File: src/rtl/dma_axi_rd_master.sv
// Read-side AXI4 master for the DMA engine: one burst at a time (AR, then R beats),
// a 2-entry {data,last} output buffer and a sticky protocol-error record.
`ifndef DMA_DATA_WIDTH
`define DMA_DATA_WIDTH 512
`endif

package dma_axi_pkg;
    typedef enum logic [1:0] {
        DMA_NO_ERR   = 2'd0,
        DMA_RESP_ERR = 2'd1
    } e_dma_err_src_t;

    typedef struct packed {
        logic [31:0]                  addr;
        logic [7:0]                   alen;
        logic [2:0]                   size;
        logic [`DMA_DATA_WIDTH/8-1:0] strb;
        logic                         valid;
    } s_dma_axi_req_t;

    typedef struct packed {
        logic ready;
        logic finish;
    } s_dma_axi_resp_t;

    typedef struct packed {
        logic           valid;
        e_dma_err_src_t src;
        logic [31:0]    addr;
    } s_dma_error_t;
endpackage

// state    | meaning
// ST_IDLE  | waiting for a request from the read streamer
// ST_AR    | address phase, arvalid held until arready
// ST_RDATA | collecting R beats into the output buffer
module dma_axi_rd_master
    import dma_axi_pkg::*;
#(
    parameter logic [3:0] AXI_ID = 4'd0,
    parameter int         DATA_W = `DMA_DATA_WIDTH
) (
    input  logic              clk,
    input  logic              rstn,
    input  s_dma_axi_req_t    dma_axi_req_i,
    output s_dma_axi_resp_t   dma_axi_resp_o,
    output logic              arvalid_o,
    input  logic              arready_i,
    output logic [31:0]       araddr_o,
    output logic [7:0]        arlen_o,
    output logic [2:0]        arsize_o,
    output logic [1:0]        arburst_o,
    output logic [3:0]        arid_o,
    input  logic              rvalid_i,
    output logic              rready_o,
    input  logic [DATA_W-1:0] rdata_i,
    input  logic [1:0]        rresp_i,
    input  logic              rlast_i,
    input  logic [3:0]        rid_i,
    output logic [DATA_W-1:0] rd_data_o,
    output logic              rd_valid_o,
    output logic              rd_last_o,
    input  logic              rd_ready_i,
    output s_dma_error_t      rd_err_o,
    input  logic              err_clr_i
);
    localparam logic [1:0] ST_IDLE  = 2'd0;
    localparam logic [1:0] ST_AR    = 2'd1;
    localparam logic [1:0] ST_RDATA = 2'd2;

    logic [1:0]        state;
    logic [31:0]       ar_addr;
    logic [7:0]        ar_len;
    logic [2:0]        ar_size;
    logic [7:0]        cnt;
    logic              ready_q;
    logic              finish_q;
    logic [DATA_W-1:0] buf_data [2];
    logic [1:0]        buf_last;
    logic              wr_ptr;
    logic              rd_ptr;
    logic [1:0]        count;
    s_dma_error_t      err_q;

    logic beat;
    logic at_len;
    logic last_beat;
    logic beat_err;
    logic pop;
    logic unused_strb;

    assign unused_strb = ^dma_axi_req_i.strb;

    assign at_len    = (cnt == ar_len);
    assign rready_o  = (state == ST_RDATA) && (count < 2'd2);
    assign beat      = rready_o && rvalid_i && (rid_i == AXI_ID);
    assign last_beat = rlast_i || at_len;
    // cnt never passes ar_len, so rlast disagreeing with at_len is exactly early-or-missing last
    assign beat_err  = (rresp_i != 2'b00) || (rlast_i != at_len);
    assign pop       = (count != 2'd0) && rd_ready_i;

    always_ff @(posedge clk) begin
        if (!rstn) begin
            state       <= ST_IDLE;
            ar_addr     <= '0;
            ar_len      <= '0;
            ar_size     <= '0;
            cnt         <= '0;
            ready_q     <= 1'b0;
            finish_q    <= 1'b0;
            buf_data[0] <= '0;
            buf_data[1] <= '0;
            buf_last    <= '0;
            wr_ptr      <= 1'b0;
            rd_ptr      <= 1'b0;
            count       <= '0;
            err_q       <= '0;
        end else begin
            ready_q  <= 1'b0;
            finish_q <= 1'b0;
            case (state)
                ST_IDLE: begin
                    if (dma_axi_req_i.valid) begin
                        ar_addr <= dma_axi_req_i.addr;
                        ar_len  <= dma_axi_req_i.alen;
                        ar_size <= dma_axi_req_i.size;
                        cnt     <= '0;
                        state   <= ST_AR;
                    end
                end
                ST_AR: begin
                    if (arready_i) begin
                        state   <= ST_RDATA;
                        ready_q <= 1'b1;
                    end
                end
                ST_RDATA: begin
                    if (beat) begin
                        cnt <= cnt + 8'd1;
                        if (last_beat) begin
                            state    <= ST_IDLE;
                            finish_q <= 1'b1;
                        end
                    end
                end
                default: state <= ST_IDLE;
            endcase

            if (beat) begin
                buf_data[wr_ptr] <= rdata_i;
                buf_last[wr_ptr] <= last_beat;
                wr_ptr           <= ~wr_ptr;
            end
            if (pop) begin
                rd_ptr <= ~rd_ptr;
            end
            if (beat && !pop) begin
                count <= count + 2'd1;
            end else if (pop && !beat) begin
                count <= count - 2'd1;
            end

            if (err_clr_i) begin
                err_q <= '0;
            end else if (beat && beat_err && !err_q.valid) begin
                err_q.valid <= 1'b1;
                err_q.src   <= DMA_RESP_ERR;
                err_q.addr  <= ar_addr;
            end
        end
    end

    assign dma_axi_resp_o.ready  = ready_q;
    assign dma_axi_resp_o.finish = finish_q;
    assign arvalid_o  = (state == ST_AR);
    assign araddr_o   = ar_addr;
    assign arlen_o    = ar_len;
    assign arsize_o   = ar_size;
    assign arburst_o  = 2'b01;
    assign arid_o     = AXI_ID;
    assign rd_data_o  = buf_data[rd_ptr];
    assign rd_last_o  = buf_last[rd_ptr];
    assign rd_valid_o = (count != 2'd0);
    assign rd_err_o   = err_q;
endmodule

File: config.mk
export PLATFORM = sky130hd
export DESIGN_NAME = dma_axi_rd_master
export DESIGN_NICKNAME = d
export VERILOG_FILES = /design/src/rtl/dma_axi_rd_master.sv
export SDC_FILE = /design/constraint.sdc
export NUM_CORES = 1
export LEC_CHECK = 0
export BUFFER_PORTS_ARGS = -buffer_cell sky130_fd_sc_hd__buf_2
export CORE_AREA = 2 2 485 487
export DETAILED_ROUTE_END_ITERATION = 12
export DIE_AREA = 0 0 487 489
export GPL_TIMING_DRIVEN = 1
export SETUP_SLACK_MARGIN = 0.4
export SLEW_MARGIN = 20
export SYNTH_ARGS = -nofsm -noshare
export SYNTH_HDL_FRONTEND = slang
export SYNTH_SLANG_ARGS = --single-unit
export TNS_END_PERCENT = 5
File: constraint.sdc
create_clock -name clk -period 107.9 [get_ports clk]
set_input_delay 5.395 -clock clk [delete_from_list [all_inputs] [get_ports clk]]
set_output_delay 5.395 -clock clk [all_outputs]
set_load 0.01 [all_outputs]
== Yosys cells after proc, flatten, opt, wreduce, memory -nomap -nowiden ==
Memories as Yosys holds them, arrays and structs flattened. A register that Yosys moved wholly into a read port is not among the register bits.
Index checks and enable logic that the tools add are counted.

* Bits in latches: 0
* Memories: 1
* RAM bits: 1024
* Memory bits (read-only): 0
* Bits of input ports: 633
* Register bits: 94

{| class="wikitable"
|+ Memory list
! memory !! words !! bits a word !! read ports !! clocked after Yosys merged registers in !! write ports !! line !! RTL
|-
| buf_data || 2 || 512 || 1 || 1 || 2 || 78 || <nowiki>logic [DATA_W-1:0] buf_data [2];</nowiki>
|}

* Shift operators: 0
* $add $sub $neg: 3
* Equality and inequality tests: 8
* $mul: 0
* Reductions and logical operators: 27
* Order comparisons: 4
* Muxes and demuxes: 26
* Divide/modulo/power cells: 0
* Bitwise logic cells: 3

{| class="wikitable"
|+ Operators by type and width
! kind !! number
|-
| 512-bit two-way mux || 1
|-
| 512-bit OR reduction || 1
|-
| 8-bit two-way mux || 2
|-
| 8-bit case mux with 2 select lines || 1
|-
| 1-bit two-way mux || 13
|-
| 2-bit two-way mux || 6
|-
| 1-bit logical AND || 9
|-
| 8-bit by 1-bit adder with 8-bit output, second input constant || 1
|-
| 8-bit equality test || 1
|-
| 2-bit nonzero test || 4
|-
| 2-bit inequality test, second input constant || 3
|-
| 2-bit case mux with 3 select lines || 1
|-
| 3-bit AND reduction || 2
|-
| 4-bit logical NOT || 1
|-
| 1-bit by 2-bit < comparator with 1-bit output, second input constant || 2
|-
| 2-bit AND reduction || 2
|-
| 4-bit AND reduction || 1
|-
| 1-bit logical NOT || 3
|-
| 1-bit NOT || 3
|-
| 2-bit by 1-bit adder with 2-bit output, second input constant || 1
|-
| 2-bit bitwise mux || 1
|-
| 2-bit by 1-bit equality test with 1-bit output, second input constant || 1
|-
| 2-bit equality test, second input constant || 1
|-
| 2-bit logical NOT || 1
|-
| other kinds (8) || 9
|}

== Logic depth before layout (Yosys ltp) ==
Gate-level depths: netlist (run 1).

* Depth in word-level cells: 9
* Depth in mapped cells: 10

== Worst setup path before layout (run 1) ==
OpenSTA, ideal clock, no wires.

* Path kind: in2reg
* From: in rid_i[3]
* To: mem buf_data[0][0] (netlist name), enable pin
* Data required time: 105.800 ns
* Data arrival time: 41.677 ns
* Setup slack: 64.124 ns
* Cell stages on the path: 3
* Setup time: 2.100 ns
* Path through: nor4b_2 nand2_4 o21ai_0

{| class="wikitable"
|+ RTL lines
! item !! line !! RTL
|-
| from (decl) || 59 || <nowiki>input logic [3:0] rid_i,</nowiki>
|-
| to (decl) || 78 ||
|}

==> flow_summary.ini, run 1 <==
[status]
status = finished clean

[hold_path]
worstHoldPathCells = 2
hold_class = reg -> reg
whs_endpoint = arsize_o[2]$_SDFFE_PN0P_
hp-start = arsize_o[2]$_SDFFE_PN0P_

[place]
placed_cell_area_um2 = 56600
pre_cts_slack_ps = 97730
post-place-cells = 7215
place_hpwl_um = 113000
numPortBuffers = 1163
gp_congestion = 0.845

[synthesis]
yosysTopAreaCellShare = 0.646
synthTopCellsByArea = edfxtp_1 (65%), and2_1 (14%), mux2_2 (12%), dfxtp_1 (4.0%), clkbuf_2 (1.0%)
yosysSeqAreaShare = 0.686
syn_avg_cell_area_um2 = 15.1
ys.flop_type = edfxtp_1
ys_async_sr_fraction = 0
yosysTopAreaCell = edfxtp_1
synth_edf_count = 1024
ys_seq_elements = 1119
yosysWarnings = 0
synth_area_um2 = 47600
synth_cell_types = 43
syn_inst = 3153
synth_common_cells = and2_1 (1,029), edfxtp_1 (1,024), mux2_2 (513)
synth_most_common_cell = and2_1

[layout]
drive_above_1_share = 0.434
stdcell_area_um2 = 61000
regArea_um2 = 32700
multiInputGateArea_um2 = 14000
fin_util = 0.261
area_growth_pct = 28.3
stdcell_count = 7496
num-nets-final = 4925
fill_cells = 24200

[run]
cap_violations = 0

[detailed_routing]
avgRoutedWirePerCell_um = 21.0
first_pass_iters = 5
viasPerCell = 3.94
antenna_left = 0
route.detailed.drc = 0
vias = 29600
routed_wl_um = 158000
first_iter_violations = 1613

[critical_path]
crit_top_cell = buf_4
worst_path_max_delay_cell = buf_4
cp-end-kind = output port
cp_max_fo = 70
crit_buf_inv = 4
path_cells = buf_4 -> buf_4 -> buf_4 -> mux2_2 -> buf_2
cp-start-kind = flip-flop
required_ps = 102510
reg2reg_setup_slack_ps = 103040
worstSetupPathType = reg -> out
cp_top_family = buffers and inverters
r2r_cells = 8
regToRegStartpoint = state[1]$_SDFFE_PN0P_
r2r-end = buf_data[1][316]$_SDFFCE_PN0P_
cp.arrival_ps = 4520
max_stage_delay_ps = 870

[sta]
setup-tns-final_ps = 0
drv_slew = 0
holdWs_ps = 466
rsz0062_at_grt = no
finalWorstSetupSlack_ps = 97980
timing.slew.headroom = 0.263
max_slew.worst_pin.slew_ps = 1110
min_period_over_period = 0.0919
fmax_mhz = 101
clock_skew_ps = 39.3
timing.final.crit_period_ps = 9920
finalHoldViolCount = 0
finalSetupViolations = 0

[clock_network]
cts_setup_buffers = 0
cts_tree = yes
cts_hold_buf = 0
htreeDepth = 4
clock_latency_ps = 770
cts-buffers-inserted = 132
clk_pin_slew_worst_paths_ps = 60
post_cts_resized = 0
clockBufferDepth = 3
cts.sinks = 1119
cts_root_buf = clkbuf_16

[die]
coreArea_um2 = 234000
start_util = 0.204
die_height_um = 489
fp.dieW_um = 487
rows = 178
num_io_pins = 1235
die_area_um2 = 238000

[grt]
antenna_found_initial = 112
grt_use_total = 0.127
grt_pass1_vias = 29700
grt_pass1_wl_um = 216000
grt_max_degree = 144
grt-ovfl-total = 0

[pwr]
leakage_nw = 24.4
peakVddDrop_v = 0.0000106
finalPower_mw = 1.03
power_density_nw_per_um2 = 16.9
## layout make-up
cell class	instances	share of cell area
Inverter	4	0.000246
Clock inverter	74	0.0142
Multi-Input combinational cell	1831	0.229
Timing Repair Buffer	1201	0.101
Antenna cell	43	0.00176
Sequential cell	1119	0.535
Clock buffer	164	0.0562
Tap cell	3060	0.0627
## registers in the layout, indices dropped and copies added (netlist names), 2 cells and up, named ones only
name	cells
araddr_o	32
arlen_o	8
arsize_o	3
buf_data	1024
buf_last	2
cnt	8
count	2
rd_err_o	33
state	2
## placed cells by master (no fill, tap or decap), types with 5 or more instances in the layout
cell type,netlist,routed
a21boi_0,47,47
a21oi_1,6,6
and2_1,1029,1029
buf_2,1,1163
buf_4,14,34
bufinv_16,0,7
clkbuf_1,79,31
clkbuf_16,0,132
clkinv_1,0,29
clkinv_16,0,10
clkinv_2,0,13
conb_1,2,7
dfxtp_1,95,94
diode_2,0,43
edfxtp_1,1024,1024
inv_6,0,5
mux2_2,513,513
mux2i_1,33,33
nand2_1,96,94
nor2_1,38,38
o21ai_0,8,7
or3_1,6,6
xor2_1,10,10
## cell families (layout without fill, tap and decap cells)
logic type               after synthesis  count (layout)  synth area share
other                                  2              50          0.000158
AND/OR/NAND/NOR                     1196            1196             0.151
multiplexers                         546             546             0.128
AO/OA/AOI/OAI                         66              66           0.00970
flip-flops                          1119            1119             0.686
XOR/XNOR                              13              13           0.00239
adder cells (fa/ha/maj)                3               3          0.000789
buffers and inverters                208            1443            0.0216
## worst register-to-register path: stages (launching register included)
cell	delay (ps)
dfxtp_1	470
nor4b_2	660
nand2_4	230
inv_2	190
nand2_1	110
nand2_4	520
buf_4	650
buf_4	800
buf_4	740
## report_power, final
part	internal [mW]	switching, mW	leakage [nW]
logic	0.0414	0.0593	11.0
clock network	0.248	0.193	2.06
registers	0.486	0.00526	11.4
## worst max path at each step
stage                                                end  cells after the start
final                                       rd_data_o[0]                      5
after global routing                        rd_data_o[0]                      5
after CTS                                   rd_data_o[0]                      5
after detailed placement  buf_data[1][307]$_SDFFCE_PN0P_                      9
after global placement    buf_data[1][305]$_SDFFCE_PN0P_                      9
after floorplan             buf_data[0][0]$_SDFFCE_PN0P_                      3
## layer usage
metal,up-vias,routed length (um),track usage
met1,14500,56600,0.133
met4,88,6520,0.0575
met2,1178,75400,0.209
li1,13500,-,-
met3,350,18700,0.0675
met5,-,558,0
Note: power is estimated with default switching activity, not from simulation.
==> inputs of run 2 (changes only) <==
==> constraint.sdc (replaced) <==
create_clock -name clk -period 9.6 [get_ports clk]
set_input_delay 0.48 -clock clk [delete_from_list [all_inputs] [get_ports clk]]
set_output_delay 0.48 -clock clk [all_outputs]
set_load 0.01 [all_outputs]
==> flow_summary.ini, run 2 (synthesis results as in run 1) <==
[place]
place_hpwl_um = 112000
post-place-cells = 7211
numPortBuffers = 1163
gp_congestion = 0.867

[layout]
area_growth_pct = 40.1
stdcell_count = 8040
layout_common_cells = buf_2 (1,163), and2_1 (1,029), edfxtp_1 (1,024)
fill_cells = 23600
largest_reg_flops = 1024
regMostFlops = buf_data
num-nets-final = 5475
layout_commonest_cell = buf_2
drive_above_1_share = 0.388

[grt]
grt_use_total = 0.130
grt_pass1_wl_um = 227000
busiest_layer = met2
antenna_found_initial = 88
grt_use_met2 = 0.214
grt_max_degree = 168
grt-ovfl-total = 0
grt_use_met3 = 0.0514
grt_pass1_vias = 32500
globalRouteMet1Util = 0.148

[detailed_routing]
route.detailed.drc = 0
avgRoutedWirePerCell_um = 20.3
first_iter_violations = 1770
vias = 31800
antenna_left = 0
routed_wl_um = 163000
viasPerCell = 3.96
first_pass_iters = 5

[sta]
max_slew.worst_pin.slew_ps = 1170
timing.slew.headroom = 0.221
holdWs_ps = 114
fmax_mhz = 235
rsz0062_at_grt = no
drv_slew = 0
min_period_over_period = 0.444
finalSetupViolations = 0
timing.final.crit_period_ps = 4260
finalHoldViolCount = 0
clock_skew_ps = 52.4

[clock_network]
clock_latency_ps = 790
post_cts_resized = 0
clk_pin_slew_worst_paths_ps = 60
cts_root_buf = clkbuf_16
clockBufferDepth = 3
htreeDepth = 4
cts-buffers-inserted = 136
cts.sinks = 1119
cts_tree = yes

[hold_path]
hold_class = in -> reg
whs_endpoint = araddr_o[20]$_SDFFE_PN0P_
hp-start = dma_axi_req_i[96]
worstHoldPathCells = 3

[critical_path]
cp-start-kind = flip-flop
cp.arrival_ps = 3780
reg2reg_setup_slack_ps = 5420
r2r_cells = 7
r2r-end = buf_data[1][488]$_SDFFCE_PN0P_
cp-end-kind = output port
worstSetupPathType = reg -> out
cp_max_fo = 87
required_ps = 9120
regToRegStartpoint = count[1]$_SDFFE_PN0P_

[die]
coreArea_um2 = 234000
die_height_um = 489
start_util = 0.204
fp.dieW_um = 487
rows = 178
die_area_um2 = 238000
num_io_pins = 1235

[run]
cap_violations = 0

[pwr]
peakVddDrop_v = 0.000142
leakage_nw = 26.7
finalPower_mw = 11.9
power_density_nw_per_um2 = 179

[status]
status = finished clean
run 2: changes by cell type in the layout (fill, tap and decap cells not counted), moves of 3 or more:
cell           before  now
clkinvlp_4          2    5
clkinv_2           13   16
buf_4              34   25
diode_2            43   40
clkbuf_16         132  136
clkbuf_1           31   25
dlygate4sd3_1       0  549
clkinv_1           29   22
buf_12              4    9
run 2: worst max-delay path: stages (launching register included):
cell,delay [ps]
dfxtp_4,850
buf_12,510
buf_4,870
mux2_2,440
buf_2,150
run 2: final cells by class:
class / instances / area [um^2] / area share
diodes: 40 / 100 / 0.00150
clock buffers: 163 / 3520 / 0.0529
clock inverters: 76 / 833 / 0.0125
inverters: 4 / 15.0 / 0.000225
multi-input cells: 1831 / 14000 / 0.210
flip-flops and latches: 1119 / 32700 / 0.490
well taps: 3060 / 3830 / 0.0574
repair buffers: 1747 / 11700 / 0.176
run 2: how the worst max path moves through the flow:
stage / from / endpoint / cells past startpoint
3_3_place_gp: rid_i[3] / buf_data[1][237]$_SDFFCE_PN0P_ / 8
5_1_grt: count[1]$_SDFFE_PN0P_ / buf_data[1][356]$_SDFFCE_PN0P_ / 7
3_5_place_dp: rid_i[3] / buf_data[1][356]$_SDFFCE_PN0P_ / 8
4_1_cts: flip-flop / rd_data_o[220] / 4
2_1_floorplan: rid_i[3] / buf_data[0][0]$_SDFFCE_PN0P_ / 3
6_report: flip-flop / rd_data_o[334] / 4
run 2: metrics by stage:
stage | setup slack [ps] | setup TNS, ps | cell area, um^2 | utilization
after floorplan | -174 | -89180 | 47600 | -
after global placement | 5130 | 0 | 56700 | 0.243
after detailed placement | 5090 | 0 | 56700 | 0.243
after CTS | 5070 | 0 | 66500 | 0.285
after global routing | 5030 | 0 | 66600 | 0.285
final | 5340 | 0 | 66700 | 0.285
run 2: per-layer routing:
| metal | vias up | routed length [um] |
|---|---|---|
| met5 | - | 255 |
| met4 | 38 | 7730 |
| met3 | 336 | 16700 |
| met2 | 1359 | 76200 |
| met1 | 15500 | 62100 |
| li1 | 14600 | - |
run 2: what timing repair did:
action,in CTS,in global routing
hold endpoints to repair,1055,0
hold buffers,549,0
setup buffers,0,0
run 2: report_power, final:
| part | switching, mW | total [mW] | internal, mW | leakage, nW |
|---|---|---|---|---|
| clock | 2.22 | 5.05 | 2.83 | 2.10 |
| combinational | 0.720 | 1.34 | 0.615 | 13.3 |
| sequential | 0.0609 | 5.53 | 5.47 | 11.4 |
| total | 3.00 | 11.9 | 8.92 | 26.7 |
